[src/rtl/inst_rom_arb_pkg.sv]
// Shared constants and state encoding for the inst_rom read-port arbiter.
package inst_rom_arb_pkg;

  localparam logic [31:0]  ZERO_WORD         = 32'h0000_0000;
  localparam int unsigned  INST_ADDR_BUS     = 32;
  localparam int unsigned  INST_BUS          = 32;
  localparam int unsigned  INST_MEM_NUM_LOG2 = 17;
  localparam int unsigned  ARB_STARVE_MAX    = 8;
  localparam int unsigned  PERF_CNT_W        = 32;

  // Which requester wins when both ask in the same cycle.
  typedef enum logic [0:0] {
    S_IF_PRI  = 1'b0,
    S_DBG_PRI = 1'b1
  } arb_state_e;

endpackage

[src/rtl/inst_rom_arb_perf.sv]
// Free-running grant/conflict counters for the inst_rom arbiter (wrap at 2^CNT_W).
module inst_rom_arb_perf #(
  parameter int unsigned CNT_W = 32
) (
  input  logic             clk,
  input  logic             rst,
  input  logic             if_gnt,
  input  logic             dbg_gnt,
  input  logic             conflict,
  output logic [CNT_W-1:0] perf_if_cnt,
  output logic [CNT_W-1:0] perf_dbg_cnt,
  output logic [CNT_W-1:0] perf_conflict_cnt
);

  // Count grants per requester and cycles where both requested.
  always_ff @(posedge clk or negedge rst) begin
    if (!rst) begin
      perf_if_cnt       <= '0;
      perf_dbg_cnt      <= '0;
      perf_conflict_cnt <= '0;
    end else begin
      if (if_gnt)   perf_if_cnt       <= perf_if_cnt + CNT_W'(1);
      if (dbg_gnt)  perf_dbg_cnt      <= perf_dbg_cnt + CNT_W'(1);
      if (conflict) perf_conflict_cnt <= perf_conflict_cnt + CNT_W'(1);
    end
  end

endmodule

[src/rtl/inst_rom_arb.sv]
// Arbiter for the single combinational inst_rom read port, shared by the IF
// fetch path and the debug/boot-check reader. Grant is combinational, the
// read word comes back registered one cycle later.
// Optional: define INST_ROM_ARB_PERF_EN to add perf counter outputs.
module inst_rom_arb
  import inst_rom_arb_pkg::*;
#(
  parameter int unsigned ADDR_W     = INST_ADDR_BUS,
  parameter int unsigned DATA_W     = INST_BUS,
  parameter int unsigned MEM_LOG2   = INST_MEM_NUM_LOG2,
  parameter int unsigned STARVE_MAX = ARB_STARVE_MAX
) (
  input  logic              clk,
  input  logic              rst,
  input  logic              if_req,
  input  logic [ADDR_W-1:0] if_addr,
  output logic              if_gnt,
  output logic              if_rvalid,
  output logic [DATA_W-1:0] if_rdata,
  output logic              if_err,
  input  logic              dbg_req,
  input  logic [ADDR_W-1:0] dbg_addr,
  output logic              dbg_gnt,
  output logic              dbg_rvalid,
  output logic [DATA_W-1:0] dbg_rdata,
  output logic              dbg_err,
  output logic              rom_ce,
  output logic [ADDR_W-1:0] rom_addr,
  input  logic [DATA_W-1:0] rom_inst
`ifdef INST_ROM_ARB_PERF_EN
  ,
  output logic [PERF_CNT_W-1:0] perf_if_cnt,
  output logic [PERF_CNT_W-1:0] perf_dbg_cnt,
  output logic [PERF_CNT_W-1:0] perf_conflict_cnt
`endif
);

  localparam int unsigned CNT_W = $clog2(STARVE_MAX + 1);

  arb_state_e        state_q, state_d;
  logic [CNT_W-1:0]  cnt_q, cnt_d;
  logic [ADDR_W-1:0] sel_addr;
  logic              sel_err;

  // Misaligned or beyond the ROM depth.
  function automatic logic addr_err(input logic [ADDR_W-1:0] a);
    return (a[1:0] != 2'b00) || ((a >> (MEM_LOG2 + 2)) != '0);
  endfunction

  // State and starvation counter.
  always_ff @(posedge clk or negedge rst) begin
    if (!rst) begin
      state_q <= S_IF_PRI;
      cnt_q   <= '0;
    end else begin
      state_q <= state_d;
      cnt_q   <= cnt_d;
    end
  end

  // Grant decision; no grants while reset is asserted.
  always_comb begin
    state_d = state_q;
    cnt_d   = cnt_q;
    if_gnt  = 1'b0;
    dbg_gnt = 1'b0;
    if (rst) begin
      case (state_q)
        S_IF_PRI: begin
          if (if_req) begin
            if_gnt = 1'b1;
            if (dbg_req) begin
              cnt_d = cnt_q + CNT_W'(1);
              if (cnt_d >= CNT_W'(STARVE_MAX)) state_d = S_DBG_PRI;
            end else begin
              cnt_d = '0;
            end
          end else begin
            dbg_gnt = dbg_req;
            cnt_d   = '0;
          end
        end
        S_DBG_PRI: begin
          // Either dbg takes its forced slot, or it gave up and IF proceeds.
          if (dbg_req) dbg_gnt = 1'b1;
          else         if_gnt  = if_req;
          cnt_d   = '0;
          state_d = S_IF_PRI;
        end
        default: begin
          state_d = S_IF_PRI;
          cnt_d   = '0;
        end
      endcase
    end
  end

  // ROM port mux; errored addresses are granted but never reach the ROM.
  always_comb begin
    sel_addr = '0;
    if (if_gnt)       sel_addr = if_addr;
    else if (dbg_gnt) sel_addr = dbg_addr;
    sel_err  = addr_err(sel_addr);
    rom_addr = sel_addr;
    rom_ce   = (if_gnt | dbg_gnt) & ~sel_err;
  end

  // Response registers: one-cycle rvalid pulse, rdata held otherwise.
  always_ff @(posedge clk or negedge rst) begin
    if (!rst) begin
      if_rvalid  <= 1'b0;
      if_err     <= 1'b0;
      if_rdata   <= '0;
      dbg_rvalid <= 1'b0;
      dbg_err    <= 1'b0;
      dbg_rdata  <= '0;
    end else begin
      if_rvalid  <= if_gnt;
      if_err     <= if_gnt & sel_err;
      dbg_rvalid <= dbg_gnt;
      dbg_err    <= dbg_gnt & sel_err;
      if (if_gnt)  if_rdata  <= sel_err ? DATA_W'(ZERO_WORD) : rom_inst;
      if (dbg_gnt) dbg_rdata <= sel_err ? DATA_W'(ZERO_WORD) : rom_inst;
    end
  end

`ifdef INST_ROM_ARB_PERF_EN
  inst_rom_arb_perf #(
    .CNT_W (PERF_CNT_W)
  ) u_perf (
    .clk               (clk),
    .rst               (rst),
    .if_gnt            (if_gnt),
    .dbg_gnt           (dbg_gnt),
    .conflict          (rst & if_req & dbg_req),
    .perf_if_cnt       (perf_if_cnt),
    .perf_dbg_cnt      (perf_dbg_cnt),
    .perf_conflict_cnt (perf_conflict_cnt)
  );
`endif

endmodule

[config.mk]
export PLATFORM = sky130hd
export DESIGN_NAME = inst_rom_arb
export DESIGN_NICKNAME = d
export VERILOG_FILES = /design/src/rtl/inst_rom_arb_pkg.sv /design/src/rtl/inst_rom_arb_perf.sv /design/src/rtl/inst_rom_arb.sv
export SDC_FILE = /design/constraint.sdc
export NUM_CORES = 1
export LEC_CHECK = 0
export CAP_MARGIN = 20
export CELL_PAD_IN_SITES_DETAIL_PLACEMENT = 1
export CELL_PAD_IN_SITES_GLOBAL_PLACEMENT = 2
export CORE_MARGIN = 10
export CORE_UTILIZATION = 36
export CTS_BUF_LIST = sky130_fd_sc_hd__clkbuf_4 sky130_fd_sc_hd__clkbuf_8
export DETAILED_ROUTE_END_ITERATION = 8
export DONT_BUFFER_PORTS = 1
export PLACE_DENSITY = 0.9
export SYNTH_ARGS = -nofsm -noshare
export SYNTH_HDL_FRONTEND = slang
export SYNTH_SLANG_ARGS = --single-unit
[constraint.sdc]
create_clock -name clk -period 2.8 [get_ports clk]
set_input_delay 0.56 -clock clk [delete_from_list [all_inputs] [get_ports clk]]
set_output_delay 0.56 -clock clk [all_outputs]
set_load 0.03 [all_outputs]
Yosys cells after proc, flatten, opt, wreduce, memory -nomap -nowiden
Index checks and enable logic that the tools add are counted.
{"block": "op_classes", "addsub": 1, "n_mux": 18, "reduce_logical": 3, "magnitude_cmp": 1, "n_bitwise": 6}
{"op": "two-way mux 32 bit", "count": 3}
{"op": "nonzero test 32 bit", "count": 1}
{"op": "two-way mux 1 bit", "count": 9}
{"op": "two-way mux 4 bit", "count": 2}
{"op": "case mux 4 bit (2 select lines)", "count": 1}
{"op": "case mux 1 bit (2 select lines)", "count": 3}
{"op": "adder 4 x 1 -> 4 bit, second input constant", "count": 1}
{"op": ">= comparator 4 bit, second input constant", "count": 1}
{"op": "bitwise AND 1 bit", "count": 3}
{"op": "inverter 1 bit", "count": 2}
{"op": "nonzero test 2 bit", "count": 1}
{"op": "logical OR 1 bit", "count": 1}
{"op": "bitwise OR 1 bit", "count": 1}
{"block": "totals", "register_bits": 73, "out_inout_bits": 103, "input_bits": 100, "wordCells": 37}

Logic depth before layout (Yosys ltp)
{"block": "logic_depth", "depth_word": 9, "ltp_mapped": 9, "ltp_nobuf": 6}

Worst setup path after synthesis
No wires, ideal clock.
{"block": "synth_path", "path_kind": "in2out", "startpoint": "in dbg_req", "endpoint": "out rom_ce", "setup_slack_ps": -405, "arrival_ps": 2645, "required_ps": 2240, "path_stages": 8, "n_path_buf": 3, "path_cell_list": "buf_4 a21bo_2 o32ai_1 nor4_1 nand4_1 buf_2 buf_2 nor3_1"}
{"block": "synth_between", "elab_chain_cells": 9, "word_cells_on_any_way": 15, "classes_between": "mux: 9; bitwise: 3; reduce/logical: 3"}
{"item": "start: declaration", "line": "inst_rom_arb.sv:21", "text": "input logic dbg_req,"}
{"item": "two-way mux 1 bit, on equally long branches", "line": "inst_rom_arb.sv:85, inst_rom_arb.sv:70"}
{"item": "case mux 1 bit (2 select lines)", "line": "inst_rom_arb.sv:68", "text": "case (state_q)"}
{"item": "two-way mux 1 bit", "line": "inst_rom_arb.sv:67", "text": "if (rst) begin"}
{"item": "two-way mux 32 bit", "line": "inst_rom_arb.sv:102", "text": "else if (dbg_gnt) sel_addr = dbg_addr;"}
{"item": "two-way mux 32 bit (*)", "line": "inst_rom_arb.sv:101", "text": "if (if_gnt) sel_addr = if_addr;"}
{"item": "net rom_addr[27]", "line": "inst_rom_arb.sv:28", "text": "output logic [ADDR_W-1:0] rom_addr,"}
{"item": "nonzero test 32 bit (*)", "line": "inst_rom_arb.sv:47", "text": "return (a[1:0] != 2'b00) || ((a >> (MEM_LOG2 + 2)) != '0);"}
{"item": "logical OR 1 bit (*)", "line": "inst_rom_arb.sv:47"}
{"item": "inverter 1 bit (*)", "line": "inst_rom_arb.sv:105", "text": "rom_ce = (if_gnt | dbg_gnt) & ~sel_err;"}
{"item": "bitwise AND 1 bit (*)", "line": "inst_rom_arb.sv:105"}
{"item": "end: declaration", "line": "inst_rom_arb.sv:27", "text": "output logic rom_ce,"}
The timed path passes the listed nets; every way through them passes the cells marked *.

Worst setup path after layout
{"block": "layout_path", "startpoint": "reg state_q", "endpoint": "out rom_ce"}
{"block": "layout_between", "elab_chain_cells": 9, "word_cells_on_any_way": 13, "classes_between": "mux: 6; bitwise: 4; reduce/logical: 3"}
{"item": "start: declaration", "line": "inst_rom_arb.sv:40", "text": "arb_state_e state_q, state_d;"}
{"item": "start signal: assignment", "line": "inst_rom_arb.sv:56", "text": "state_q <= state_d;"}
{"item": "inverter 1 bit"}
{"item": "case mux 1 bit (2 select lines)", "line": "inst_rom_arb.sv:68"}
{"item": "two-way mux 1 bit", "line": "inst_rom_arb.sv:67"}
{"item": "two-way mux 32 bit", "line": "inst_rom_arb.sv:102"}
{"item": "two-way mux 32 bit", "line": "inst_rom_arb.sv:101"}
{"item": "nonzero test 32 bit / nonzero test 2 bit (equally long branches)", "line": "inst_rom_arb.sv:47"}
{"item": "logical OR 1 bit", "line": "inst_rom_arb.sv:47"}
{"item": "inverter 1 bit", "line": "inst_rom_arb.sv:105"}
{"item": "bitwise AND 1 bit (*)", "line": "inst_rom_arb.sv:105"}
Every way passes the cells marked *; elsewhere a longest branch is shown, timed or not.

==> results.sh <==
export IMPL_status="completed"
export IMPL_antenna_cells=0
export IMPL_overflow=0
export IMPL_met3_usage_pct=7.864
export IMPL_synth_main_ff_cell="dfrtp_1"
export IMPL_cts_sinks=73
export IMPL_setup_ws_ns=0.08542
export IMPL_hold_class="primary input to asynchronous set/reset pin"
export IMPL_cts_tree="built"
export IMPL_netlist_area_mm2=0.003701
export IMPL_drv_slew=0
export IMPL_synth_distinct_cells=38
export IMPL_top_usage_layer="met2"
export IMPL_grt_pass1_vias=3476
export IMPL_post_route_min_period_ns=2.715
export IMPL_coreArea_mm2=0.009910
export IMPL_die_width_um=121.4
export IMPL_n_fill_cell=1153
export IMPL_grt_pass1_wl_um=21500
export IMPL_gr_usage_met1_pct=19.77
export IMPL_route_detailed_drc=0
export IMPL_syn_to_final_growth_pct=16.13
export IMPL_required_ns=2.24
export IMPL_clk_pin_slew_worst_paths_ns=0.07
export IMPL_cap_viol_max_count=0
export IMPL_worstPathMaxFanout=4
export IMPL_hpwlAfterDp_um=10270
export IMPL_hold_viol=0
export IMPL_drive_above_1_share_pct=26.57
export IMPL_period_share_pct=96.95
export IMPL_clk_insertion_delay_late_ns=0.34
export IMPL_wl_per_cell_um=25.83
export IMPL_dieArea_mm2=0.01474
export IMPL_p_leak_nw=1.848
export IMPL_io_pins=203
export IMPL_cp_start_kind="register"
export IMPL_synth_warnings=0
export IMPL_slew_limit_headroom_pct=44.41
export IMPL_syn_inst=389
export IMPL_antenna_found_initial=0
export IMPL_fin_nets=510
export IMPL_gp_congestion=0.8171
export IMPL_register_area_mm2=0.001828
export IMPL_grt_max_degree=74
export IMPL_wirelength_um=14130
export IMPL_row_count=36
export IMPL_syn_area_per_cell_um2=9.514
export IMPL_rsz0062_at_grt="yes"
export IMPL_synth_edf_count=0
export IMPL_multi_input_area_mm2=0.001725
export IMPL_clockBufferDepth=2
export IMPL_fmax_mhz=368.4
export IMPL_root_buffer="clkbuf_8"
export IMPL_crit_type="register to primary output"
export IMPL_yosysSeqAreaShare_pct=49.36
export IMPL_worst_pin_slew_ns=0.8338
export IMPL_vias=3267
export IMPL_met2_usage_pct=32.14
export IMPL_dieHeight_um=121.4
export IMPL_ys_async_sr_fraction_pct=100.0
export IMPL_vias_per_cell=5.973
export IMPL_syn_nets=490
export IMPL_p_per_area_mw_per_mm2=592.2
export IMPL_drt_first_pass_iters=5
export IMPL_final_area_mm2=0.004298
export IMPL_total_power_mw=2.545
export IMPL_ant_nets=0
export IMPL_drt_iter0_drc=198
export IMPL_finClkSkew_ns=0.006912
export IMPL_max_vdd_ir_drop_mv=0.2010
export IMPL_setup_violations=0
export IMPL_synth_seq_cells=73
export IMPL_final_common_cell="nand2_1"
export IMPL_h_tree_depth=3
export IMPL_io_buffers=0
export IMPL_numCtsBuffers=9
export IMPL_grtUsageTotal_pct=18.53
export IMPL_place_area_mm2=0.004058
export IMPL_arrival_ns=2.15
export IMPL_preCtsSetupSlack_ns=0.1645
export IMPL_end_kind="primary output"
export IMPL_mostFrequentLayoutCells="108 x nand2_1, 72 x dfrtp_1, 44 x buf_4"
export IMPL_start_util_pct=37.35
## through the flow
step | hold slack, ns | setup TNS [ns] | instances | utilization (%)
2_1_floorplan | 0.2644 | 0 | 389 | -
3_3_place_gp | 0.2669 | 0 | 528 | 40.95
3_5_place_dp | 0.2671 | 0 | 528 | 40.95
4_1_cts | 0.1041 | 0 | 545 | 43.09
5_1_grt | 0.1156 | -0.02819 | 547 | 43.37
6_report | 0.09856 | 0 | 547 | 43.37
## layout make-up
class                   count  area share (%)
inverters                   7          0.6114
clock inverters             3          0.4076
clock buffers              13           3.581
repair buffers             47           8.850
well taps                 133           3.872
multi-input cells         271           40.15
flip-flops and latches     73           42.53
## Yosys cell counts (all sizes together) (2+ instances only)
| cell | n | area share, % |
|---|---|---|
| buf | 17 | 2.8 |
| a22o | 25 | 5.9 |
| o21ai | 37 | 5.0 |
| o32ai | 4 | 0.95 |
| nand2 | 110 | 11 |
| nand4 | 36 | 6.1 |
| a21oi | 2 | 0.27 |
| nor4 | 3 | 0.51 |
| dfrtp | 73 | 49 |
| and2 | 2 | 0.34 |
| o31ai | 32 | 10 |
| inv | 7 | 0.71 |
| clkbuf | 21 | 2.1 |
| nand3 | 3 | 0.54 |
| or4 | 2 | 0.41 |
## final timing paths
| check | start | end | slack (ns) | cells past startpoint |
|---|---|---|---|---|
| min in group clk | rst | state_q | 0.33 | 1 |
| worst min register to register | cnt_q[2] | cnt_q[2] | 0.50 | 1 |
| worst max register to register | state_q | dbg_rdata[24] | 0.42 | 7 |
| worst min-delay path | rst | dbg_rdata[23] | 0.1 | 1 |
| worst max-delay path | state_q | rom_ce | 0.09 | 6 |
| max in group asynchronous | rst | state_q | 2.36 | 1 |
## report_power, final
group | switching (mW) | leakage (nW) | internal (mW)
Sequential | 0.215 | 0.999 | 1.13
Combinational | 0.313 | 0.758 | 0.139
Clock | 0.391 | 0.0911 | 0.360
Total | 0.920 | 1.85 | 1.63
## flip-flops by register name, indices dropped and copies added (netlist names)
signal,cells
if_rvalid,1
if_rdata,32
dbg_rdata,32
cnt_q,4
state_q,1
dbg_err,1
dbg_rvalid,1
if_err,1
## timing repair
item | CTS | global route
pin swaps | 2 | 5
hold endpoints to repair | 73 | 0
hold buffers | 1 | 0
setup buffers | 0 | 2
gates resized for setup | 2 | 5
setup endpoints to repair | 1 | 1
## metal layers
metal,wire (um),vias to the layer above
li1,-,1445
met1,4969,1645
met2,7262,163
met3,1679,14
met4,214,0
met5,0,-
## logic make-up (layout without fill, tap and decap cells)
| logic type | after synthesis | after routing | synth area share (%) |
|---|---|---|---|
| compound gates | 107 | 107 | 24.17 |
| xor+xnor | 1 | 1 | 0.2367 |
| fa+ha+maj | 1 | 1 | 0.3380 |
| buf+inv | 45 | 70 | 5.612 |
| flops | 73 | 73 | 49.36 |
| mux | 1 | 1 | 0.3042 |
| simple gates | 161 | 161 | 19.98 |
## worst max-delay path, stage by stage (launching register included)
cell and delay, ns:
dfrtp_2 0.44, nand2b_4 0.16, a32o_2 0.25, a222oi_1 0.34
nand4_1 0.24, nor3_4 0.24, buf_6 0.15
(Power assumes the default switching activity.)
